File: src/rtl/sha256_block_controller.sv
// SHA-256 block sequencer: loads 16 message words into the schedule memory, then drives init/load, 64 rounds and the chaining add.
// Optional abort input is enabled with macro SHA256_CTRL_ABORT_EN.
module sha256_block_controller #(
  parameter int BLK_CNT_W = 16
) (
  input  logic                 clk,
  input  logic                 rst,
`ifdef SHA256_CTRL_ABORT_EN
  input  logic                 abort,
`endif
  input  logic                 in_valid,
  output logic                 in_ready,
  input  logic [31:0]          in_data,
  input  logic                 in_first,
  input  logic                 in_last,
  output logic                 sched_wr,
  output logic [3:0]           sched_addr,
  output logic [31:0]          sched_data,
  output logic                 hash_init,
  output logic                 work_load,
  output logic                 round_en,
  output logic [5:0]           round_idx,
  output logic [31:0]          round_k,
  output logic                 hash_accum,
  output logic                 digest_valid,
  input  logic                 digest_ack,
  output logic                 busy,
  output logic                 proto_err,
  output logic [BLK_CNT_W-1:0] blk_cnt
);

  typedef enum logic [2:0] {
    S_IDLE,
    S_LOAD,
    S_PREP,
    S_ROUNDS,
    S_ACCUM,
    S_DONE
  } state_t;

  state_t      state, next_state;
  logic [3:0]  word_cnt;
  logic        first_q, last_q, chain_open;
  logic        accept, abort_i;
  logic [5:0]  round_nxt;

`ifdef SHA256_CTRL_ABORT_EN
  assign abort_i = abort;
`else
  assign abort_i = 1'b0;
`endif

  function automatic logic [31:0] k_const(input logic [5:0] idx);
    logic [31:0] k;
    k = 32'h0;
    case (idx)
      6'd0:  k = 32'h428a2f98;  6'd1:  k = 32'h71374491;
      6'd2:  k = 32'hb5c0fbcf;  6'd3:  k = 32'he9b5dba5;
      6'd4:  k = 32'h3956c25b;  6'd5:  k = 32'h59f111f1;
      6'd6:  k = 32'h923f82a4;  6'd7:  k = 32'hab1c5ed5;
      6'd8:  k = 32'hd807aa98;  6'd9:  k = 32'h12835b01;
      6'd10: k = 32'h243185be;  6'd11: k = 32'h550c7dc3;
      6'd12: k = 32'h72be5d74;  6'd13: k = 32'h80deb1fe;
      6'd14: k = 32'h9bdc06a7;  6'd15: k = 32'hc19bf174;
      6'd16: k = 32'he49b69c1;  6'd17: k = 32'hefbe4786;
      6'd18: k = 32'h0fc19dc6;  6'd19: k = 32'h240ca1cc;
      6'd20: k = 32'h2de92c6f;  6'd21: k = 32'h4a7484aa;
      6'd22: k = 32'h5cb0a9dc;  6'd23: k = 32'h76f988da;
      6'd24: k = 32'h983e5152;  6'd25: k = 32'ha831c66d;
      6'd26: k = 32'hb00327c8;  6'd27: k = 32'hbf597fc7;
      6'd28: k = 32'hc6e00bf3;  6'd29: k = 32'hd5a79147;
      6'd30: k = 32'h06ca6351;  6'd31: k = 32'h14292967;
      6'd32: k = 32'h27b70a85;  6'd33: k = 32'h2e1b2138;
      6'd34: k = 32'h4d2c6dfc;  6'd35: k = 32'h53380d13;
      6'd36: k = 32'h650a7354;  6'd37: k = 32'h766a0abb;
      6'd38: k = 32'h81c2c92e;  6'd39: k = 32'h92722c85;
      6'd40: k = 32'ha2bfe8a1;  6'd41: k = 32'ha81a664b;
      6'd42: k = 32'hc24b8b70;  6'd43: k = 32'hc76c51a3;
      6'd44: k = 32'hd192e819;  6'd45: k = 32'hd6990624;
      6'd46: k = 32'hf40e3585;  6'd47: k = 32'h106aa070;
      6'd48: k = 32'h19a4c116;  6'd49: k = 32'h1e376c08;
      6'd50: k = 32'h2748774c;  6'd51: k = 32'h34b0bcb5;
      6'd52: k = 32'h391c0cb3;  6'd53: k = 32'h4ed8aa4a;
      6'd54: k = 32'h5b9cca4f;  6'd55: k = 32'h682e6ff3;
      6'd56: k = 32'h748f82ee;  6'd57: k = 32'h78a5636f;
      6'd58: k = 32'h84c87814;  6'd59: k = 32'h8cc70208;
      6'd60: k = 32'h90befffa;  6'd61: k = 32'ha4506ceb;
      6'd62: k = 32'hbef9a3f7;  6'd63: k = 32'hc67178f2;
      default: k = 32'h0;
    endcase
    return k;
  endfunction

  assign in_ready     = (state == S_IDLE) || (state == S_LOAD);
  assign accept       = in_valid && in_ready && !abort_i;
  assign hash_init    = (state == S_PREP) && first_q;
  assign work_load    = (state == S_PREP) && !first_q;
  assign round_en     = (state == S_ROUNDS);
  assign hash_accum   = (state == S_ACCUM);
  assign digest_valid = (state == S_DONE);
  assign busy         = (state != S_IDLE);
  assign round_nxt    = (state == S_ROUNDS) ? round_idx + 6'd1 : 6'd0;

  always_comb begin
    next_state = state;
    case (state)
      S_IDLE:   if (accept) next_state = S_LOAD;
      S_LOAD:   if (accept && word_cnt == 4'd15) next_state = S_PREP;
      S_PREP:   next_state = S_ROUNDS;
      S_ROUNDS: if (round_idx == 6'd63) next_state = S_ACCUM;
      S_ACCUM:  next_state = last_q ? S_DONE : S_IDLE;
      S_DONE:   if (digest_ack) next_state = S_IDLE;
      default:  next_state = S_IDLE;
    endcase
    if (abort_i) next_state = S_IDLE;
  end

  always_ff @(posedge clk or negedge rst) begin
    if (!rst) begin
      state <= S_IDLE;
    end else begin
      state <= next_state;
    end
  end

  // The K constant is fetched alongside the index so both present in the same round cycle.
  always_ff @(posedge clk or negedge rst) begin
    if (!rst) begin
      round_idx <= 6'd0;
      round_k   <= 32'h0;
    end else if (next_state == S_ROUNDS) begin
      round_idx <= round_nxt;
      round_k   <= k_const(round_nxt);
    end else begin
      round_idx <= 6'd0;
      round_k   <= 32'h0;
    end
  end

  always_ff @(posedge clk or negedge rst) begin
    if (!rst) begin
      sched_wr   <= 1'b0;
      sched_addr <= 4'd0;
      sched_data <= 32'h0;
      word_cnt   <= 4'd0;
    end else begin
      sched_wr <= accept;
      if (accept) begin
        sched_addr <= word_cnt;
        sched_data <= in_data;
        word_cnt   <= word_cnt + 4'd1;
      end
      if (abort_i) word_cnt <= 4'd0;
    end
  end

  // A non-first block with no open message is flagged and then handled as a fresh message.
  always_ff @(posedge clk or negedge rst) begin
    if (!rst) begin
      first_q    <= 1'b0;
      last_q     <= 1'b0;
      chain_open <= 1'b0;
      proto_err  <= 1'b0;
      blk_cnt    <= '0;
    end else if (abort_i) begin
      chain_open <= 1'b0;
      blk_cnt    <= '0;
    end else begin
      if (accept && state == S_IDLE) begin
        first_q <= in_first || !chain_open;
        last_q  <= in_last;
        if (!in_first && !chain_open) proto_err <= 1'b1;
        if (in_first || !chain_open) blk_cnt <= '0;
      end
      if (state == S_ACCUM) begin
        if (blk_cnt != '1) blk_cnt <= blk_cnt + BLK_CNT_W'(1);
        chain_open <= !last_q;
      end
      if (state == S_DONE && digest_ack) blk_cnt <= '0;
    end
  end

endmodule

File: config.mk
export PLATFORM = sky130hd
export DESIGN_NAME = sha256_block_controller
export DESIGN_NICKNAME = d
export VERILOG_FILES = /design/src/rtl/sha256_block_controller.sv
export SDC_FILE = /design/constraint.sdc
export NUM_CORES = 1
export LEC_CHECK = 0
export ABC_AREA = 1
export CAP_MARGIN = 10
export CORE_ASPECT_RATIO = 0.6
export CORE_UTILIZATION = 48
export CTS_CLUSTER_SIZE = 10
export DETAILED_ROUTE_END_ITERATION = 10
export PLACE_DENSITY = 0.78
export REMOVE_ABC_BUFFERS = 1
export SYNTH_ARGS = -nofsm -noshare
export SYNTH_HDL_FRONTEND = slang
export SYNTH_SLANG_ARGS = --single-unit
File: constraint.sdc
create_clock -name clk -period 2.5 [get_ports clk]
set_input_delay 0.375 -clock clk [delete_from_list [all_inputs] [get_ports clk]]
set_output_delay 0.375 -clock clk [all_outputs]
set_load 0.1 [all_outputs]
# Yosys cells after proc, flatten, opt, wreduce, memory -nomap -nowiden
# Memories as Yosys holds them, arrays and structs flattened.
# Index checks and enable logic that the tools add are counted.
# classes
addsub,3
eq_ne,9
mux,14
n_reduce_logical,16
# ops
cell,n
$mux W16,5
$mux W32,1
$pmux W3 S6,1
$add A16 B1 Y16 const B,1
$ne A16 B16 Y1 const B,1
$mux W3,5
$mux W6,2
$eq A3 B2 Y1 const B,3
$logic_and A1 B1 Y1,7
$add A6 B1 Y6 const B,1
$eq A3 B3 Y1 const B,2
$eq A6 B6 Y1 const B,1
$add A4 B1 Y4 const B,1
$eq A4 B4 Y1 const B,1
$logic_not A1 Y1,4
$eq A3 B1 Y1 const B,1
$logic_not A3 Y1,1
$reduce_bool A3 Y1,1
$logic_or A1 B1 Y1,2
$reduce_and A2 Y1,1
# word_totals
reg_bits,102
mem_bits_ro,2048
in_bits,38
out_inout_bits,99
n_memories,1
# mem_list
name,depth,width,read_ports,rd_clocked_by_memory_dff,wr,line,rtl
(no name shown),64,32,1,0,0,56,case (idx)

# Logic depth before layout (Yosys ltp)
# Gate-level depths: netlist (run 1).
# logic_depth
word_depth,8
ltp_mapped,14
ltp_nobuf,13

# Worst setup path after synthesis (run 1)
# No wires, ideal clock.
# synth_path
path_type,register -> register
from,register state[0]
to,register blk_cnt[0]
setup_ns,0.117
arrival_ns,3.598
path_slack_ns,-1.215
path_stages_with_launch,8
n_path_buf,2
period_less_slack_ns,3.715
path_cell_list,dfrtp_1 buf_2 inv_1 nor3_1 a21oi_1 buf_2 inv_1 nor2_1
# synth_lines
element,line,rtl
from (decl),41,"state_t state, next_state;"
from (signal assigned),122,state <= next_state;
$eq A3 B3 Y1,n/a,
net digest_valid,25,"output logic digest_valid,"
$logic_and A1 B1 Y1,179,if (state == S_DONE && digest_ack) blk_cnt <= '0;
$mux W16,179,
to (signal assigned),176,if (blk_cnt != '1) blk_cnt <= blk_cnt + BLK_CNT_W'(1);
to (decl),29,output logic [BLK_CNT_W-1:0] blk_cnt
# The timed path passes the listed nets, and every way through them passes these cells.
# A chain may end at the register's enable or synchronous reset.

# Worst setup path in the final report (run 1)
# layout_path
from,register round_idx[1]
to,register round_k[11]
# layout_via
elab_chain_cells,5
# layout_rtl
element,line,rtl
from (decl),22,"output logic [5:0] round_idx,"
from (signal assigned),132,round_idx <= round_nxt;
branches (longest 4 deep; another with $mem_v2 Z64 W32),n/a,
$mux W32 *,131,end else if (next_state == S_ROUNDS) begin
to (signal assigned),133,round_k <= k_const(round_nxt);
to (decl),23,"output logic [31:0] round_k,"
# Mark *: on every way between the ends.

==> impl_metrics.py, run 1 <==
metrics = {
    "setup_path": {
        "start_kind": "flip-flop",
        "reg2reg_to": "round_k[11]",
        "rrSetupSlack_ps": 110,
        "critPathArrivalTime_ps": 2650,
        "cp-end-kind": "flip-flop",
        "critPathMostFrequentCell": "nand3_1",
        "crit_type": "flip-flop to flip-flop",
        "r2r.worst_path.cells": 12,
        "reg2reg_from": "round_idx[1]",
        "critPathMaxStageDelay_ps": 440,
        "critical-path-slowest-cell": "dfrtp_1",
        "cp_max_fo": 12,
        "cp_cell_sequence": "ha_4 -> nand2_1 -> inv_1 -> nor2_1 -> nand2_2 -> buf_4 -> nand2_2 -> nand3_1 -> nand3_1 -> nand3_1 -> nand2_1 -> nor2_1",
        "cp_data_required_time_ps": 2760,
    },
    "job": {
        "drv_cap": 0,
    },
    "grt": {
        "grt_pass1_wl_mm": 41.4,
        "grt.total_usage_pct": 37.2,
        "grt_pass1_vias": 7246,
        "grt_start_max_net_pins": 60,
        "antenna_found_initial": 1,
        "grt-ovfl-total": 0,
    },
    "cts": {
        "htreeDepth": 3,
        "cts_tree": "yes",
        "clk_latency_ps": 360,
        "cts_buffer_depth": 2,
        "path_clk_slew_ps": 80,
        "clock-sinks": 102,
        "cts-buffers-inserted": 9,
        "root_buffer": "clkbuf_16",
    },
    "place": {
        "gp_congestion": 1.04,
        "portBuffers": 136,
        "hpwlAfterDp_mm": 19.9,
    },
    "power_and_ir_drop": {
        "pwr-share-seq_pct": 21.2,
        "power_density_nw_per_um2": 1280,
        "clkPwrFrac_pct": 12.5,
        "combPwrFrac_pct": 66.3,
        "peakVddDrop_uv": 1280,
        "total_power_w": 0.0116,
        "p_int_w": 0.00455,
        "p_sw_share_pct": 60.6,
        "power.switching_w": 0.00701,
        "leakagePower_nw": 4.82,
    },
    "timing": {
        "layout_min_cycle_time_ps": 2390,
        "fmax_ghz": 0.418,
        "finalHoldViolCount": 0,
        "worstMarginPinSlew_ps": 1110,
        "min_period_over_period_pct": 95.8,
        "holdWs_ps": 484,
        "max_slew_margin_pct": 26.1,
        "slew_violations": 0,
        "setup_viol": 0,
        "setup_tns_ps": 0,
        "rsz0062_at_grt": "no",
        "finClkSkew_ps": 14.2,
    },
    "hold_path": {
        "worst_hold_path.endpoint": "sched_addr[3]",
        "hp-class": "flip-flop to flip-flop",
        "hold_start": "sched_addr[3]",
        "hold_path_depth": 2,
    },
    "synth": {
        "syn-mean-instance-area_um2": 6.48,
        "synth_ff_type": "dfrtp_1",
        "synth_cells": 1079,
        "synth_top_area_share_pct": 36.5,
        "async_reset_ff_share_pct": 100,
        "ys_warn_count": 0,
        "yosysSeqAreaShare_pct": 36.5,
        "synthTopCellsByCount": "426 x nand2_1, 181 x nand3_1, 113 x nor2_1, 102 x dfrtp_1, 71 x inv_1",
        "yosysUniqueCellTypes": 33,
        "synth_enable_flop_cells": 0,
        "synth_area_um2": 6990,
        "synthTopCellsByArea": "dfrtp_1 37%, nand2_1 23%, nand3_1 13%",
        "yosysMostFrequentCell": "nand2_1",
        "ys_ff_latch": 102,
        "synth_top_cell_by_area": "dfrtp_1",
    },
    "route": {
        "drt-wirelength-per-cell_um": 18.9,
        "first_pass_iters": 6,
        "ant_nets": 0,
        "finalWirelength_mm": 27.2,
        "drc_errors": 0,
        "vias_per_cell": 5.61,
        "via_count": 8055,
        "drt_iter0_drc": 1090,
    },
    "floorplan": {
        "die_x_um": 158,
        "dieArea_um2": 15100,
        "fp.dieH_um": 95.5,
        "coreArea_um2": 13900,
        "num_io_pins": 137,
        "rows": 33,
        "start_util_pct": 50.2,
    },
    "cells_and_area": {
        "num-nets-final": 1296,
        "drive_above_1_share_pct": 17.8,
        "fillers": 1271,
        "multiInputGateArea_um2": 3950,
        "regArea_um2": 2550,
        "area_growth_pct": 29.6,
    },
    "outcome": {
        "status": "finished, final reports clean",
    },
}
## stage by stage
| stage | worst slack, ps | utilization, % | cells | cell area (µm²) |
|---|---|---|---|---|
| 6_report | 105 | 65.1 | 1436 | 9060 |
| 5_1_grt | 12.2 | 65.1 | 1435 | 9060 |
| 4_1_cts | 47.8 | 64.7 | 1435 | 9010 |
| 2_1_floorplan | -2260 | - | 1024 | 6710 |
| 3_3_place_gp | -29.4 | 62.5 | 1418 | 8700 |
| 3_5_place_dp | -35.5 | 62.5 | 1418 | 8700 |
## cells in the final DEF, fill, tap and decap left out, drive strengths merged, types with 2 or more instances in the layout
cell type and count:
ha 20, o211ai 12, clkbuf 9, inv 78, o21ai 28, a21oi 19, nor3 8, xor2 2
nand3 185, dfrtp 102, nand2 436, nor2 121, clkdlybuf4s50 36, a31oi 2, buf 166, nand4 10
clkinv 2
## power by group through the flow
stage	clock, W	combinational (W)	sequential, W
6_report	0.00145	0.00766	0.00245
5_1_grt	0.00155	0.00798	0.00252
2_1_floorplan	0	0.00205	0.00584
4_1_cts	0.00147	0.00752	0.00245
3_5_place_dp	0	0.00750	0.00246
3_3_place_gp	0	0.00749	0.00247
## worst max-delay path by stage
stage / startpoint / endpoint / slack (ps) / cells past startpoint
after floorplan: state[2] / blk_cnt[3] / -2260 / 5
after global placement: round_idx[1] / round_k[4] / -30 / 13
after detailed placement: state[2] / round_k[11] / -40 / 12
after CTS: round_idx[1] / round_k[26] / 50 / 12
after global routing: round_idx[1] / round_k[11] / 10 / 12
final: round_idx[1] / round_k[11] / 110 / 12
## final cells by class
| type | instances | share of cell area [%] |
|---|---|---|
| Clock buffer | 9 | 2.49 |
| Inverter | 74 | 3.07 |
| Timing Repair Buffer | 203 | 19.3 |
| Clock inverter | 7 | 0.801 |
| Sequential cell | 102 | 28.2 |
| Tap cell | 192 | 2.65 |
| Multi-Input combinational cell | 848 | 43.5 |
| Antenna cell | 1 | 0.0276 |
## registers in the layout, summed over array words and instances, names as in the netlist, 3 cells and up
name,cells
round_idx,6
state,3
word_cnt,4
round_k,32
sched_addr,4
blk_cnt,16
sched_data,32
## logic make-up after synthesis
| family | Yosys count | share of synthesized area [%] |
|---|---|---|
| DFF | 102 | 36.5 |
| adders and majority gates | 20 | 3.58 |
| buffers and inverters | 129 | 7.95 |
| AOI/OAI and AO/OA | 64 | 5.32 |
| and+or+nand+nor | 762 | 46.4 |
| xor gates and xnor gates | 2 | 0.251 |
## worst max-delay path, delay by kind of cell (launching register included)
kind	cells	cell delay, ps
adder cells (fa/ha/maj)	1	200
buffers and inverters	2	310
AND/OR/NAND/NOR	9	1340
flip-flops	1	440
## routing by layer
metal  GRT usage [%]  wire length, µm  share of wire, %  vias up
met3            16.0             4230                16       47
li1                -                -                 -     3763
met1            56.5            12300                45     3670
met4            7.04              472               1.7        0
met5               0                0                 0        -
met2            47.2            10100                37      575
## what timing repair did
item / in CTS / in global routing
hold endpoints to repair: 30 / 0
gates cloned: 0 / 0
gates resized for setup: 2 / 13
endpoints found under the setup margin: 3 / 24
pin swaps: 0 / 0
buffers inserted: 0 / 0
hold buffers: 1 / 0
Note: power is estimated with default switching activity, not from simulation.
==> run 2: changes to the inputs <==
--- a/config.mk
+++ b/config.mk
@@ -7,11 +7,15 @@
 export LEC_CHECK = 0
 export ABC_AREA = 1
 export CAP_MARGIN = 10
+export CELL_PAD_IN_SITES_DETAIL_PLACEMENT = 1
+export CELL_PAD_IN_SITES_GLOBAL_PLACEMENT = 2
 export CORE_ASPECT_RATIO = 0.6
-export CORE_UTILIZATION = 48
+export CORE_MARGIN = 3
+export CORE_UTILIZATION = 25
 export CTS_CLUSTER_SIZE = 10
 export DETAILED_ROUTE_END_ITERATION = 10
-export PLACE_DENSITY = 0.78
+export GPL_TIMING_DRIVEN = 0
+export PLACE_DENSITY_LB_ADDON = 0.1
 export REMOVE_ABC_BUFFERS = 1
 export SYNTH_ARGS = -nofsm -noshare
 export SYNTH_HDL_FRONTEND = slang
==> run 2 against run 1 <==
Net effect:
- sequential power hardly changed
- critical path depth rose by 1
- clock-buffer cell count unchanged
- non-clock buffer count down 13
- die area up 100%
- global-route usage shrank 14 points
- clock skew fell by 0.90 ps
- sequential cell count unchanged
- design area is 8.6% higher
- cell count up 11%
- worst setup slack lost 100 ps
- largest cell class unchanged
==> impl_metrics.py, run 2 (same netlist as run 1, synthesis figures left out) <==
metrics = {
    "outcome": {
        "status": "finished, final reports clean",
    },
    "route": {
        "first_pass_iters": 5,
        "drc_errors": 0,
        "vias_per_cell": 5.09,
        "finalWirelength_mm": 36.3,
        "drt-wirelength-per-cell_um": 22.7,
        "drt_iter0_drc": 769,
        "ant_nets": 0,
        "via_count": 8126,
    },
    "setup_path": {
        "critPathArrivalTime_ps": 2810,
        "cp-end-kind": "flip-flop",
        "cp_max_fo": 7,
        "crit_type": "flip-flop to flip-flop",
        "cp_data_required_time_ps": 2810,
        "start_kind": "flip-flop",
    },
    "floorplan": {
        "die_x_um": 222,
        "start_util_pct": 26.0,
        "num_io_pins": 137,
        "coreArea_um2": 26900,
        "fp.dieH_um": 136,
        "dieArea_um2": 30100,
        "rows": 46,
    },
    "timing": {
        "finalHoldViolCount": 0,
        "rsz0062_at_grt": "yes",
        "setup_tns_ps": 0,
        "finClkSkew_ps": 13.3,
        "layout_min_cycle_time_ps": 2500,
        "setup_viol": 0,
        "fmax_ghz": 0.400,
        "finalWorstSetupSlack_ps": 0.506,
        "max_slew_margin_pct": 26.4,
        "slew_violations": 0,
        "worstMarginPinSlew_ps": 1100,
        "min_period_over_period_pct": 100,
    },
    "cts": {
        "clock-sinks": 102,
        "clk_latency_ps": 390,
        "root_buffer": "clkbuf_16",
        "path_clk_slew_ps": 90,
        "cts-buffers-inserted": 9,
        "cts_buffer_depth": 2,
        "cts_tree": "yes",
        "htreeDepth": 3,
    },
    "grt": {
        "antenna_found_initial": 0,
        "grt-ovfl-total": 0,
        "grt_pass1_wl_mm": 52.0,
        "grt_pass1_vias": 7806,
        "grt_start_max_net_pins": 86,
        "grt.total_usage_pct": 23.2,
    },
    "cells_and_area": {
        "num-nets-final": 1291,
        "final_common_cell": "nand2_1",
        "drive_above_1_share_pct": 13.7,
        "final_cell_mix": "407 x nand2_1, 172 x nand3_1, 124 x clkdlybuf4s50_1",
        "antenna_cells": 0,
        "design_area_um2": 9840,
        "area_growth_pct": 40.8,
        "largestRegisters": "round_k: 32 flops, sched_data: 32 flops, blk_cnt: 16 flops",
        "fin_cells": 1598,
    },
    "power_and_ir_drop": {
        "power_density_nw_per_um2": 1250,
        "total_power_w": 0.0123,
        "peakVddDrop_uv": 767,
        "leakagePower_nw": 4.77,
    },
    "place": {
        "post-place-ws_ps": -1240,
        "gp_congestion": 0.913,
        "hpwlAfterDp_mm": 23.9,
        "portBuffers": 136,
        "dp.cells": 1527,
        "dpl_cell_area_um2": 8700,
    },
    "job": {
        "drv_cap": 0,
    },
    "hold_path": {
        "hp-class": "input pin to async pin",
    },
}
run 2: worst paths after layout:
path / from / to / slack (ps) / cells past startpoint
max: round_idx[1] / round_k[2] / 0.5 / 13
min: rst / round_k[23] / 380 / 2
max reg2reg: round_idx[1] / round_k[2] / 0.5 / 13
min reg2reg: proto_err / proto_err / 470 / 2
max in group asynchronous: rst / round_idx[0] / 1390 / 3
min in group clk: proto_err / proto_err / 470 / 2
run 2: through the flow:
step,hold slack (ps),utilization [%]
5_1_grt,392,36.5
2_1_floorplan,79.4,-
3_3_place_gp,462,31.7
3_5_place_dp,239,32.3
4_1_cts,374,35.1
6_report,378,36.5
run 2: where the power goes:
part / switching [W] / internal, W / leakage, nW / total, W
clock: 0.000835 / 0.000711 / 0.144 / 0.00155
combinational: 0.00633 / 0.00190 / 3.32 / 0.00823
sequential: 0.000306 / 0.00217 / 1.31 / 0.00248
total: 0.00747 / 0.00479 / 4.77 / 0.0123
run 2: cell type report:
type / count / area [µm²]
flip-flops and latches: 102 / 2560
fillers: 3372 / 17100
multi-input cells: 856 / 4310
clock inverters: 7 / 77.6
repair buffers: 190 / 1940
clock buffers: 9 / 225
inverters: 74 / 285
well taps: 360 / 450
run 2: layer usage:
metal  track usage, %  part of all wire [%]  up-vias  routed length, µm
li1                 -                     -     3787                  -
met1             36.0                    50     4010              18200
met2             31.7                    40      307              14500
met3             6.95                   9.0       22               3260
met4             3.12                  0.89        0                325
met5                0                     0        -                  0
run 2: repair_timing:
action | 4_1_cts | 5_1_grt
gates resized for setup | 78 | 41
buffers inserted | 24 | 21
hold buffers | 1 | 0
cloned | 4 | 5
hold endpoints to repair | 17 | 0
pin swaps | 11 | 8
setup endpoints to repair | 59 | 50
run 2: critical path, cell delays in order (launching register included):
cell     delay, ps
dfrtp_2        480
ha_4           350
inv_2           80
nor2_4         110
buf_4          190
ha_1           170
inv_2           70
nand2_4        150
inv_1          110
nand2_1        140
nand3_2        190
nand3_1        180
nand2_1         60
nor2_1         120
==> run 3: changes to the inputs <==
--- a/config.mk
+++ b/config.mk
@@ -9,13 +9,13 @@
 export CAP_MARGIN = 10
 export CELL_PAD_IN_SITES_DETAIL_PLACEMENT = 1
 export CELL_PAD_IN_SITES_GLOBAL_PLACEMENT = 2
-export CORE_ASPECT_RATIO = 0.6
+export CORE_ASPECT_RATIO = 1.5
 export CORE_MARGIN = 3
 export CORE_UTILIZATION = 25
 export CTS_CLUSTER_SIZE = 10
 export DETAILED_ROUTE_END_ITERATION = 10
 export GPL_TIMING_DRIVEN = 0
-export PLACE_DENSITY_LB_ADDON = 0.1
+export PLACE_DENSITY = 0.82
 export REMOVE_ABC_BUFFERS = 1
 export SYNTH_ARGS = -nofsm -noshare
 export SYNTH_HDL_FRONTEND = slang
==> run 3 against run 2 <==
Net effect:
- cell count decreased by 2.0%
- non-clock buffer count decreased by 9
- critical path depth shrank 12
- clock-buffer cell count is 2 higher
- worst setup slack improved by 61 ps
- first-iteration DRC count is 34% lower
- power shrank 2.6%
- clock power barely moved
- die area is essentially flat
- critical endpoint is now blk_cnt[12]
- largest cell class unchanged
==> impl_metrics.py, run 3 (same netlist as run 1, synthesis figures left out) <==
metrics = {
    "cts": {
        "path_clk_slew_ps": 70,
        "clk_latency_ps": 370,
        "htreeDepth": 3,
        "clock-sinks": 102,
        "cts-buffers-inserted": 9,
        "cts_tree": "yes",
        "root_buffer": "clkbuf_16",
        "cts_buffer_depth": 2,
    },
    "timing": {
        "holdWs_ps": 480,
        "fmax_ghz": 0.410,
        "setup_viol": 0,
        "layout_min_cycle_time_ps": 2440,
        "finClkSkew_ps": 13.3,
        "slew_violations": 0,
        "finalWorstSetupSlack_ps": 61.8,
        "finalHoldViolCount": 0,
        "max_slew_margin_pct": 31.0,
        "min_period_over_period_pct": 97.5,
        "worstMarginPinSlew_ps": 1030,
    },
    "power_and_ir_drop": {
        "leakagePower_nw": 4.64,
        "clkPwrFrac_pct": 12.8,
        "p_int_w": 0.00486,
        "p_sw_share_pct": 59.3,
        "total_power_w": 0.0119,
        "peakVddDrop_uv": 504,
        "combPwrFrac_pct": 66.7,
        "pwr-share-seq_pct": 20.5,
        "power.switching_w": 0.00709,
        "power_density_nw_per_um2": 1250,
    },
    "setup_path": {
        "critPathBufInv": 1,
        "cp-end-kind": "output pin",
        "cp_cell_sequence": "clkdlybuf4s50_1",
        "critical-path-slowest-cell": "clkdlybuf4s50_1",
        "crit_type": "flip-flop to output pin",
        "crit_family": "buffers and inverters",
        "critPathArrivalTime_ps": 2060,
        "start_kind": "flip-flop",
        "cp_max_fo": 6,
        "critPathMaxStageDelay_ps": 1190,
        "rrSetupSlack_ps": 110,
        "cp_data_required_time_ps": 2120,
    },
    "floorplan": {
        "coreArea_um2": 27400,
        "fp.dieH_um": 211,
        "die_x_um": 143,
        "dieArea_um2": 30100,
        "start_util_pct": 25.5,
        "num_io_pins": 137,
        "rows": 74,
    },
    "grt": {
        "grt_use_met2_pct": 34.6,
        "grt.total_usage_pct": 20.0,
        "antenna_found_initial": 0,
        "grt_pass1_wl_mm": 46.7,
        "grt-ovfl-total": 0,
        "grt_pass1_vias": 8099,
        "gr-max-usage-layer": "met2",
        "grtUsageMet3_pct": 3.28,
        "met1_usage_pct": 23.0,
        "grt_start_max_net_pins": 69,
    },
    "hold_path": {
        "hp-class": "flip-flop to flip-flop",
    },
    "route": {
        "drc_errors": 0,
        "vias_per_cell": 5.10,
        "first_pass_iters": 7,
        "finalWirelength_mm": 31.0,
        "drt_iter0_drc": 510,
        "ant_nets": 0,
        "via_count": 7984,
        "drt-wirelength-per-cell_um": 19.8,
    },
    "place": {
        "gp_congestion": 0.911,
        "dpl_cell_area_um2": 8670,
        "hpwlAfterDp_mm": 21.0,
        "portBuffers": 136,
        "post-place-ws_ps": -929,
        "dp.cells": 1510,
    },
    "cells_and_area": {
        "num-nets-final": 1277,
        "design_area_um2": 9540,
        "largestRegisters": "round_k: 32 flops, sched_data: 32 flops, blk_cnt: 16 flops",
        "fillers": 3413,
        "area_growth_pct": 36.4,
        "drive_above_1_share_pct": 10.5,
        "regArea_um2": 2560,
        "multiInputGateArea_um2": 4100,
        "fin_cells": 1566,
        "final_common_cell": "nand2_1",
        "final_cell_mix": "415 x nand2_1, 177 x nand3_1, 128 x clkdlybuf4s50_1",
        "antenna_cells": 0,
    },
    "outcome": {
        "status": "finished, final reports clean",
    },
    "job": {
        "drv_cap": 0,
    },
}
## run 3: cell count changes in the layout (fill, tap and decap cells not counted), sizes merged, moves of 2 or more
cell           before  now
buf                55   45
clkbuf             10   13
clkdlybuf4s15       5    3
clkdlybuf4s50     124  128
clkinv              3    0
dlymetal6s2s        3    0
nand3             190  186
## run 3: repair_timing
| item | in CTS | in global routing |
|---|---|---|
| resized for setup | 59 | 16 |
| hold buffers | 1 | 0 |
| endpoints found under the hold margin | 38 | 0 |
| pin swaps | 7 | 4 |
| buffers inserted | 21 | 14 |
| setup endpoints to repair | 56 | 42 |
| gates cloned | 3 | 1 |
## run 3: stage by stage
stage | utilization, % | setup TNS [ps]
after global placement | 31.0 | -418550
after global routing | 34.8 | -25.6
after floorplan | - | -67640
after detailed placement | 31.6 | -36260
final | 34.8 | 0
after CTS | 34.1 | -48.7
## run 3: area by class of cell
cell class              count  share of cell area [%]
clock inverters             5                   0.682
multi-input cells         851                    43.0
inverters                  74                    2.99
clock buffers              11                    2.55
well taps                 342                    4.49
flip-flops and latches    102                    26.8
repair buffers            181                    19.4
## run 3: power by group through the flow
stage / Combinational (W) / Clock [W] / Sequential, W
after floorplan: 0.00205 / 0 / 0.00584
after global placement: 0.00747 / 0 / 0.00248
after detailed placement: 0.00752 / 0 / 0.00249
after CTS: 0.00784 / 0.00160 / 0.00248
after global routing: 0.00837 / 0.00167 / 0.00252
final: 0.00796 / 0.00153 / 0.00245
## run 3: path summary, 6_finish.rpt
| path | cells past startpoint | end | startpoint |
|---|---|---|---|
| worst max-delay path | 1 | blk_cnt[12] | blk_cnt[12] |
| worst min-delay path | 2 | sched_addr[3] | sched_addr[3] |
| worst max register to register | 13 | round_k[21] | round_idx[1] |
| worst min register to register | 2 | sched_addr[3] | sched_addr[3] |
| max in group asynchronous | 3 | state[0] | rst |
| min in group asynchronous | 2 | blk_cnt[12] | rst |
## run 3: worst min-delay path: stages (launching register included)
cell and delay [ps]:
dfrtp_1 340, nand2_1 50, nand2_1 50
## run 3: layer usage
metal | vias up | share of wire (%)
li1 | 3736 | -
met1 | 3864 | 40
met2 | 300 | 50
met3 | 84 | 4.9
met4 | 0 | 5.8
met5 | - | 0
